[config.mk]
export PLATFORM = sky130hd
export DESIGN_NAME = control_sequencer_flat
export DESIGN_NICKNAME = d
export VERILOG_FILES = /design/src/rtl/control_sequencer_if.sv /design/src/rtl/control_sequencer.sv /design/src/flat_wrapper.sv
export SDC_FILE = /design/constraint.sdc
export NUM_CORES = 1
export LEC_CHECK = 0
export ABC_AREA = 0
export CORE_ASPECT_RATIO = 0.6
export CORE_UTILIZATION = 24
export CTS_BUF_LIST = sky130_fd_sc_hd__clkbuf_8 sky130_fd_sc_hd__clkbuf_16
export DETAILED_ROUTE_END_ITERATION = 10
export GPL_TIMING_DRIVEN = 0
export HOLD_SLACK_MARGIN = 0.03
export PLACE_DENSITY = 0.83
export SETUP_SLACK_MARGIN = 0.4
export SYNTH_ARGS = -nofsm -noshare
export SYNTH_HDL_FRONTEND = slang
export SYNTH_SLANG_ARGS = --single-unit
[constraint.sdc]
create_clock -name clk -period 2 [get_ports clk]
set_clock_uncertainty 0.2 [all_clocks]
set_input_delay 0.4 -clock clk [delete_from_list [all_inputs] [get_ports clk]]
set_output_delay 0.4 -clock clk [all_outputs]
set_load 0.05 [all_outputs]
[src/rtl/control_sequencer_if.sv]
// Interface bundling the sequencer's datapath/memory handshake and control strobes.
// The sequencer connects through the master modport; the datapath side uses slave.
interface control_sequencer_if #(
   parameter int DATA_W = 32,
   parameter int NREGS  = 16
);
   logic              run;
   logic [DATA_W-1:0] ir;
   logic              mem_rdy;

   logic              pc_out;
   logic              zlow_out;
   logic              mdr_out;
   logic              mar_in;
   logic              pc_in;
   logic              mdr_in;
   logic              ir_in;
   logic              y_in;
   logic              z_in;
   logic              inc_pc;
   logic              read;
   logic [4:0]        alu_op;
   logic [NREGS-1:0]  reg_out_sel;
   logic [NREGS-1:0]  reg_in_sel;
   logic              halted;
   logic              illegal;
   logic [3:0]        state;

   modport master (
      input  run, ir, mem_rdy,
      output pc_out, zlow_out, mdr_out, mar_in, pc_in, mdr_in, ir_in, y_in, z_in,
             inc_pc, read, alu_op, reg_out_sel, reg_in_sel, halted, illegal, state
   );

   modport slave (
      output run, ir, mem_rdy,
      input  pc_out, zlow_out, mdr_out, mar_in, pc_in, mdr_in, ir_in, y_in, z_in,
             inc_pc, read, alu_op, reg_out_sel, reg_in_sel, halted, illegal, state
   );
endinterface

[src/rtl/control_sequencer.sv]
// Hardwired control FSM for the 3-bus datapath: fetch over T0-T2, decode in T3,
// and execute reg-reg ALU ops over T3-T5, with memory wait, NOP, HALT and illegal-op handling.
module control_sequencer #(
   parameter int DATA_W = 32,
   parameter int NREGS  = 16,
   parameter int REG_FW = 4
) (
   input  logic                clk,
   input  logic                reset_n,
   control_sequencer_if.master bus
);

   typedef enum logic [3:0] {
      IDLE   = 4'd0,
      T0     = 4'd1,
      T1     = 4'd2,
      T2     = 4'd3,
      T3     = 4'd4,
      T4     = 4'd5,
      T5     = 4'd6,
      HALTED = 4'd7
   } stateT;

   localparam logic [4:0] OP_ADD  = 5'b00011;
   localparam logic [4:0] OP_SUB  = 5'b00100;
   localparam logic [4:0] OP_AND  = 5'b01001;
   localparam logic [4:0] OP_OR   = 5'b01010;
   localparam logic [4:0] OP_NOP  = 5'b11010;
   localparam logic [4:0] OP_HALT = 5'b11011;

   stateT state_q, state_d;

   logic [4:0]        op;
   logic [REG_FW-1:0] ra, rb, rc;
   logic              isAlu, isNop, isHalt, regBad, isIllegal;
   logic              unusedIrBits;

   assign op = bus.ir[DATA_W-1 -: 5];
   assign ra = bus.ir[DATA_W-6 -: REG_FW];
   assign rb = bus.ir[DATA_W-6-REG_FW -: REG_FW];
   assign rc = bus.ir[DATA_W-6-2*REG_FW -: REG_FW];
   assign unusedIrBits = ^bus.ir[DATA_W-6-3*REG_FW:0];

   // Out-of-range register fields make any opcode illegal, so illegal wins over HALT/NOP.
   assign isAlu     = (op == OP_ADD) || (op == OP_SUB) || (op == OP_AND) || (op == OP_OR);
   assign isNop     = (op == OP_NOP);
   assign isHalt    = (op == OP_HALT);
   assign regBad    = (int'(ra) >= NREGS) || (int'(rb) >= NREGS) || (int'(rc) >= NREGS);
   assign isIllegal = !(isAlu || isNop || isHalt) || regBad;

   function automatic logic [NREGS-1:0] oneHot(input logic [REG_FW-1:0] idx);
      return NREGS'(1) << idx;
   endfunction

   always_ff @(posedge clk or negedge reset_n) begin
      if (!reset_n) state_q <= IDLE;
      else          state_q <= state_d;
   end

   always_comb begin
      state_d = state_q;
      case (state_q)
         IDLE:   if (bus.run) state_d = T0;
         T0:     state_d = T1;
         T1:     if (bus.mem_rdy) state_d = T2;
         T2:     state_d = T3;
         T3: begin
            if (isIllegal)   state_d = bus.run ? T0 : IDLE;
            else if (isHalt) state_d = HALTED;
            else if (isNop)  state_d = bus.run ? T0 : IDLE;
            else             state_d = T4;
         end
         T4:     state_d = T5;
         T5:     state_d = bus.run ? T0 : IDLE;
         HALTED: state_d = HALTED;
         default: state_d = IDLE;
      endcase
   end

   // pc_in is qualified by mem_rdy so the PC is reloaded exactly once per fetch.
   always_comb begin
      bus.pc_out      = 1'b0;
      bus.zlow_out    = 1'b0;
      bus.mdr_out     = 1'b0;
      bus.mar_in      = 1'b0;
      bus.pc_in       = 1'b0;
      bus.mdr_in      = 1'b0;
      bus.ir_in       = 1'b0;
      bus.y_in        = 1'b0;
      bus.z_in        = 1'b0;
      bus.inc_pc      = 1'b0;
      bus.read        = 1'b0;
      bus.alu_op      = 5'd0;
      bus.reg_out_sel = '0;
      bus.reg_in_sel  = '0;
      bus.halted      = 1'b0;
      bus.illegal     = 1'b0;
      bus.state       = state_q;
      case (state_q)
         T0: begin
            bus.pc_out = 1'b1;
            bus.mar_in = 1'b1;
            bus.inc_pc = 1'b1;
            bus.z_in   = 1'b1;
         end
         T1: begin
            bus.zlow_out = 1'b1;
            bus.read     = 1'b1;
            bus.mdr_in   = 1'b1;
            bus.pc_in    = bus.mem_rdy;
         end
         T2: begin
            bus.mdr_out = 1'b1;
            bus.ir_in   = 1'b1;
         end
         T3: begin
            if (isIllegal) begin
               bus.illegal = 1'b1;
            end else if (isAlu) begin
               bus.reg_out_sel = oneHot(rb);
               bus.y_in        = 1'b1;
            end
         end
         T4: begin
            bus.reg_out_sel = oneHot(rc);
            bus.alu_op      = op;
            bus.z_in        = 1'b1;
         end
         T5: begin
            bus.zlow_out   = 1'b1;
            bus.reg_in_sel = oneHot(ra);
         end
         HALTED: bus.halted = 1'b1;
         default: ;
      endcase
   end

endmodule

[src/flat_wrapper.sv]
// flat-port wrapper written by rule: the top's interface ports become plain ports
module control_sequencer_flat 
#(
   parameter int DATA_W = 32,
   parameter int NREGS  = 16,
   parameter int REG_FW = 4
)
  (clk, reset_n, bus_run, bus_ir, bus_mem_rdy, bus_pc_out, bus_zlow_out, bus_mdr_out, bus_mar_in, bus_pc_in, bus_mdr_in, bus_ir_in, bus_y_in, bus_z_in, bus_inc_pc, bus_read, bus_alu_op, bus_reg_out_sel, bus_reg_in_sel, bus_halted, bus_illegal, bus_state);
  control_sequencer_if #(.DATA_W(DATA_W), .NREGS(NREGS)) bus_i ();
  input  logic clk;
  input  logic reset_n;
  input wire logic [$bits(bus_i.run)-1:0] bus_run;
  input wire logic [$bits(bus_i.ir)-1:0] bus_ir;
  input wire logic [$bits(bus_i.mem_rdy)-1:0] bus_mem_rdy;
  output wire logic [$bits(bus_i.pc_out)-1:0] bus_pc_out;
  output wire logic [$bits(bus_i.zlow_out)-1:0] bus_zlow_out;
  output wire logic [$bits(bus_i.mdr_out)-1:0] bus_mdr_out;
  output wire logic [$bits(bus_i.mar_in)-1:0] bus_mar_in;
  output wire logic [$bits(bus_i.pc_in)-1:0] bus_pc_in;
  output wire logic [$bits(bus_i.mdr_in)-1:0] bus_mdr_in;
  output wire logic [$bits(bus_i.ir_in)-1:0] bus_ir_in;
  output wire logic [$bits(bus_i.y_in)-1:0] bus_y_in;
  output wire logic [$bits(bus_i.z_in)-1:0] bus_z_in;
  output wire logic [$bits(bus_i.inc_pc)-1:0] bus_inc_pc;
  output wire logic [$bits(bus_i.read)-1:0] bus_read;
  output wire logic [$bits(bus_i.alu_op)-1:0] bus_alu_op;
  output wire logic [$bits(bus_i.reg_out_sel)-1:0] bus_reg_out_sel;
  output wire logic [$bits(bus_i.reg_in_sel)-1:0] bus_reg_in_sel;
  output wire logic [$bits(bus_i.halted)-1:0] bus_halted;
  output wire logic [$bits(bus_i.illegal)-1:0] bus_illegal;
  output wire logic [$bits(bus_i.state)-1:0] bus_state;
  assign bus_i.run = bus_run;
  assign bus_i.ir = bus_ir;
  assign bus_i.mem_rdy = bus_mem_rdy;
  assign bus_pc_out = bus_i.pc_out;
  assign bus_zlow_out = bus_i.zlow_out;
  assign bus_mdr_out = bus_i.mdr_out;
  assign bus_mar_in = bus_i.mar_in;
  assign bus_pc_in = bus_i.pc_in;
  assign bus_mdr_in = bus_i.mdr_in;
  assign bus_ir_in = bus_i.ir_in;
  assign bus_y_in = bus_i.y_in;
  assign bus_z_in = bus_i.z_in;
  assign bus_inc_pc = bus_i.inc_pc;
  assign bus_read = bus_i.read;
  assign bus_alu_op = bus_i.alu_op;
  assign bus_reg_out_sel = bus_i.reg_out_sel;
  assign bus_reg_in_sel = bus_i.reg_in_sel;
  assign bus_halted = bus_i.halted;
  assign bus_illegal = bus_i.illegal;
  assign bus_state = bus_i.state;
  control_sequencer #(.DATA_W(DATA_W), .NREGS(NREGS), .REG_FW(REG_FW)) u_core (.clk(clk), .reset_n(reset_n), .bus(bus_i));
endmodule
Word-level counts from Yosys, hierarchy flattened
Index checks and enable logic that the tools add are counted.

word-level totals
  register bits = 4
  bits in latches = 0
  RAM bits = 0
  ROM bits = 0
  input bits = 36
  memories kept = 0

cells by class
  $add $sub $neg = 0
  $mul = 0
  divide/modulo/power cells = 0
  order comparisons = 0
  equal/unequal tests = 15
  shifts and indexed selects = 3
  mux-type cells = 24
  bitwise gates (word level) = 0
  reductions and logical operators = 9

operators by type and width
  operator                                          number
  two-way mux 16 bit                                3
  << shifter 1 x 4 -> 16 bit, first input constant  3
  case mux 16 bit (2 select lines)                  1
  case mux 4 bit (8 select lines)                   1
  two-way mux 4 bit                                 5
  == test 4 x 3 -> 1 bit, second input constant     4
  two-way mux 1 bit                                 13
  == test 5 x 4 -> 1 bit, second input constant     2
  == test 5 bit, second input constant              2
  == test 4 x 2 -> 1 bit, second input constant     2
  == test 5 x 2 -> 1 bit, second input constant     1
  == test 5 x 3 -> 1 bit, second input constant     1
  logical OR 1 bit                                  5
  two-way mux 5 bit                                 1
  == test 4 x 1 -> 1 bit, second input constant     1
  zero test 4 bit                                   1
  inequality test 2 bit, second input constant      2
  OR reduction 2 bit                                2
  AND reduction 2 bit                               1

Longest topological paths before layout
  word-level depth = 8
  mapped depth = 6
  gate-level depth less buffers = 4

Worst setup path after synthesis
No wires, ideal clock.

  kind = reg-to-output
  start point = register u_core.state_q[1], in the netlist u_core.bus.state[1]
  end point = output port bus_pc_in
  arrival = 2857 ps
  setup slack = -1457 ps
  stages on the path, launching flop included = 4
  buffers on the path = 1
  cell sequence = dfrtp_1 clkbuf_1 nor3b_1 and2_1

on the way
  longest elaborated chain between the ends = 2

RTL lines
  element                   RTL line                 RTL
  start: declaration        control_sequencer.sv:31  stateT state_q, state_d;
  start signal: assignment  control_sequencer.sv:57  else state_q <= state_d;
  == test 4 x 2 -> 1 bit    control_sequencer.sv:99  case (state_q)
  two-way mux 1 bit         control_sequencer.sv:99
  end: declaration          flat_wrapper.sv:19       output wire logic [$bits(bus_i.pc_in)-1:0] bus_pc_in;

No other way between the ends.

Worst setup path in the final report
  start point = register u_core.state_q[2], in the netlist u_core.bus.state[2]
  end point = output port bus_reg_out_sel[8]

on the way
  longest elaborated chain between the ends = 2
  elaborated cells between the ends (all ways) = 3
  those cells by class = eq/ne: 2; mux: 1

RTL lines
  element                             RTL line                 RTL
  == test 4 x 3 -> 1 bit              control_sequencer.sv:99
  case mux 16 bit (2 select lines) *  control_sequencer.sv:99
  end: declaration                    flat_wrapper.sv:27       output wire logic [$bits(bus_i.reg_out_sel)-1:0] bus_reg_out_sel;

Mark *: on every way between the ends. The rest lies on a longest branch, timed or not.

==> flow_summary.json <==
{
  "status": "finished, violations left",
  "failed_checks": "setup timing",
  "p_seq_frac": 0.054,
  "worstSetupPathType": "reg2out",
  "met3_wirelength_um": 680,
  "largest_reg_flops": 3,
  "cp_data_arrival_time_ns": 2.08,
  "netlist_area_um2": 766,
  "cts_buffers": 3,
  "grt_pass1_wl_um": 8470,
  "portBuffers": 73,
  "antenna_found_initial": 1,
  "crit_path_start_kind": "flip-flop",
  "cts_root_buf": "clkbuf_8",
  "place_congestion": 1.00,
  "routed_wl_um": 7360,
  "drt_iter0_markers": 231,
  "num_rows": 15,
  "drc_errors": 0,
  "syn_nets": 158,
  "io_pins": 90,
  "reg2reg_slack_ns": 0.02,
  "yosys-top-cells-area": "nor2_1, dfrtp_1, o22ai_1, nor3_1, buf_4",
  "required_ns": 1.40,
  "synth.avg_cell_area_um2": 6.28,
  "r2r_cells": 7,
  "dp_cells": 237,
  "synth.distinct_cells": 37,
  "dr.pass1.iters": 4,
  "synthArstFlopShare": 1.00,
  "seqCellArea_um2": 78.8,
  "groute.usage.overall": 0.349,
  "cts_num_sinks": 3,
  "period_share": 1.34,
  "nFillCells": 75,
  "highest_layer": "met4",
  "crit_slowest_cell": "dfrtp_2",
  "start_util": 0.260,
  "viasPerCell": 6.07,
  "post-dp-hpwl_um": 3420,
  "final_cells": 280,
  "max_freq_ghz": 0.373,
  "drv_cap": 0,
  "r2r-end": "u_core.bus.state[0]",
  "yosys_warnings": 0,
  "whs_ns": 0.180,
  "h-tree-depth": 1,
  "met2_length_um": 3290,
  "fin_total_pwr_w": 0.00267,
  "slowest_delay_ns": 0.38,
  "power.density_mw_per_mm2": 959,
  "nets": 274,
  "switching_power_w": 0.00141,
  "postRouteAntennaNets": 0,
  "synth_top_area_frac": 0.118,
  "rsz0062_at_grt": "true",
  "setup_viol_count_final": 46,
  "relSlewSlack": 0.636,
  "p_int_w": 0.00126,
  "die-height_um": 45.8,
  "slew_viol_final": 0,
  "grt_pass1_vias": 1508,
  "layout_min_cycle_time_ns": 2.68,
  "ys_ff_latch": 3,
  "clock_insertion_delay_worst_skew_ns": 0.22,
  "num_vias": 1700,
  "cp_cell_sequence": "buf_8 -> and3b_1 -> clkbuf_8 -> nand3b_1 -> o32ai_4 -> buf_6",
  "synth_flop_cell": "dfrtp_1",
  "synthCells": 122,
  "switching_share": 0.528,
  "die_w_um": 74.9,
  "synthToLayoutAreaGrowth_pct": 264,
  "clk_pin_slew_worst_paths_ns": 0.03,
  "ys_seq_area_frac": 0.0980,
  "clkPwrFrac": 0.065,
  "worst_hold_path_type": "in2async",
  "multi_input_area_mm2": 0.00120,
  "core_area_mm2": 0.00295,
  "cts_buffer_depth": 2,
  "synth_area_leader_cell": "nor2_1",
  "m1WireLength_um": 2960,
  "endpoint_kind": "primary output",
  "drive_above_1_share": 0.793,
  "max-vdd-ir-drop_v": 0.000887,
  "tritoncts": "yes",
  "grt_max_degree": 9,
  "grt_overflow_total": 0,
  "worst_pin_slew_ns": 0.544,
  "synth-edff-count": 0,
  "post-route-worst-setup-slack_ns": -0.677,
  "r2r-start": "u_core.bus.state[1]",
  "setup_tns_ns": -17.31,
  "crit_start": "u_core.bus.state[2]",
  "final_hold_viol_count": 0,
  "ctsHoldBuffers": 0,
  "worst-path-max-fanout": 6,
  "die_area_mm2": 0.00343,
  "leakage_nw": 1.11,
  "power_frac_comb": 0.881,
  "final_util": 0.946,
  "wl_per_cell_um": 26.3
}
## what timing repair did
item	in CTS	in global routing
pin swaps	26	18
setup endpoints to repair	56	53
buffers inserted	20	18
gates resized for setup	450	39
## synthesized netlist by cell type, types with 2 or more instances
cell type,instances
a211oi_1,3
a31o_1,2
and2_1,6
buf_4,6
dfrtp_1,3
inv_1,7
nand2_1,8
nand2b_1,6
nand3_1,5
nand3b_1,3
nand4_1,2
nor2_1,24
nor3_1,9
nor3b_1,3
o211ai_1,2
o21ai_0,2
o22ai_1,9
o32ai_1,2
or3b_2,2
## worst max path at each step
stage / endpoint / slack [ns] / cells past startpoint
after floorplan: bus_reg_out_sel[10] / -0.59 / 5
after global placement: bus_reg_out_sel[11] / -1.76 / 6
after detailed placement: bus_reg_out_sel[9] / -1.87 / 6
after CTS: bus_reg_out_sel[3] / -0.56 / 6
after global routing: bus_reg_out_sel[8] / -0.71 / 6
final: bus_reg_out_sel[8] / -0.68 / 6
## cell type report
class / count / area share
Buffer: 9 / 0.0408
Clock inverter: 1 / 0.00135
Timing Repair Buffer: 111 / 0.452
Clock buffer: 3 / 0.0148
Multi-Input combinational cell: 103 / 0.432
Tap cell: 42 / 0.0188
Inverter: 7 / 0.0112
Sequential cell: 3 / 0.0283
Antenna cell: 1 / 0.000897
## metrics by stage
stage | cell area, um^2 | setup WS [ns]
detailed placement | 2030 | -1.87
global placement | 2030 | -1.76
floorplan | 1250 | -0.593
finish | 2790 | -0.677
global route | 2790 | -0.710
CTS | 2460 | -0.558
## layout by cell type (no fill, tap or decap), drive strengths merged, types with 5 or more instances in the layout
cell type	n
and2	6
buf	102
clkbuf	5
clkdlybuf4s50	7
dlygate4sd2	7
inv	8
nand2	8
nand2b	6
nand3	5
nor2	24
nor3	9
o22ai	9
## power by group through the flow
stage	Clock (W)	Sequential [W]	Combinational [W]
final	0.000174	0.000144	0.00236
after global routing	0.000181	0.000145	0.00243
after CTS	0.000174	0.000131	0.00194
after detailed placement	0	0.000130	0.00156
after global placement	0	0.000125	0.00153
after floorplan	0	0.000227	0.00102
## kinds of logic (layout without fill, tap and decap cells)
kind of cell              after synthesis  after routing  share of synthesized area
AOI/OAI and AO/OA                      25             25                      0.242
xor gates and xnor gates                1              1                     0.0114
buffers and inverters                  16            131                      0.111
DFF                                     3              3                     0.0980
other                                   1              2                    0.00490
and+or+nand+nor                        76             76                      0.533
## routing by layer
metal / track usage / up-vias
met5: 0 / -
met1: 0.465 / 835
met2: 0.546 / 142
met3: 0.0465 / 45
li1: - / 678
met4: 0.208 / 0
## worst max-delay path: cells and delay by family, from the launching register on
kind                   cells  cell delay, ns
AO/OA/AOI/OAI              1            0.37
AND/OR/NAND/NOR            2            0.59
flip-flops                 1            0.38
buffers and inverters      3            0.51
Note: power is estimated with default switching activity, not from simulation.
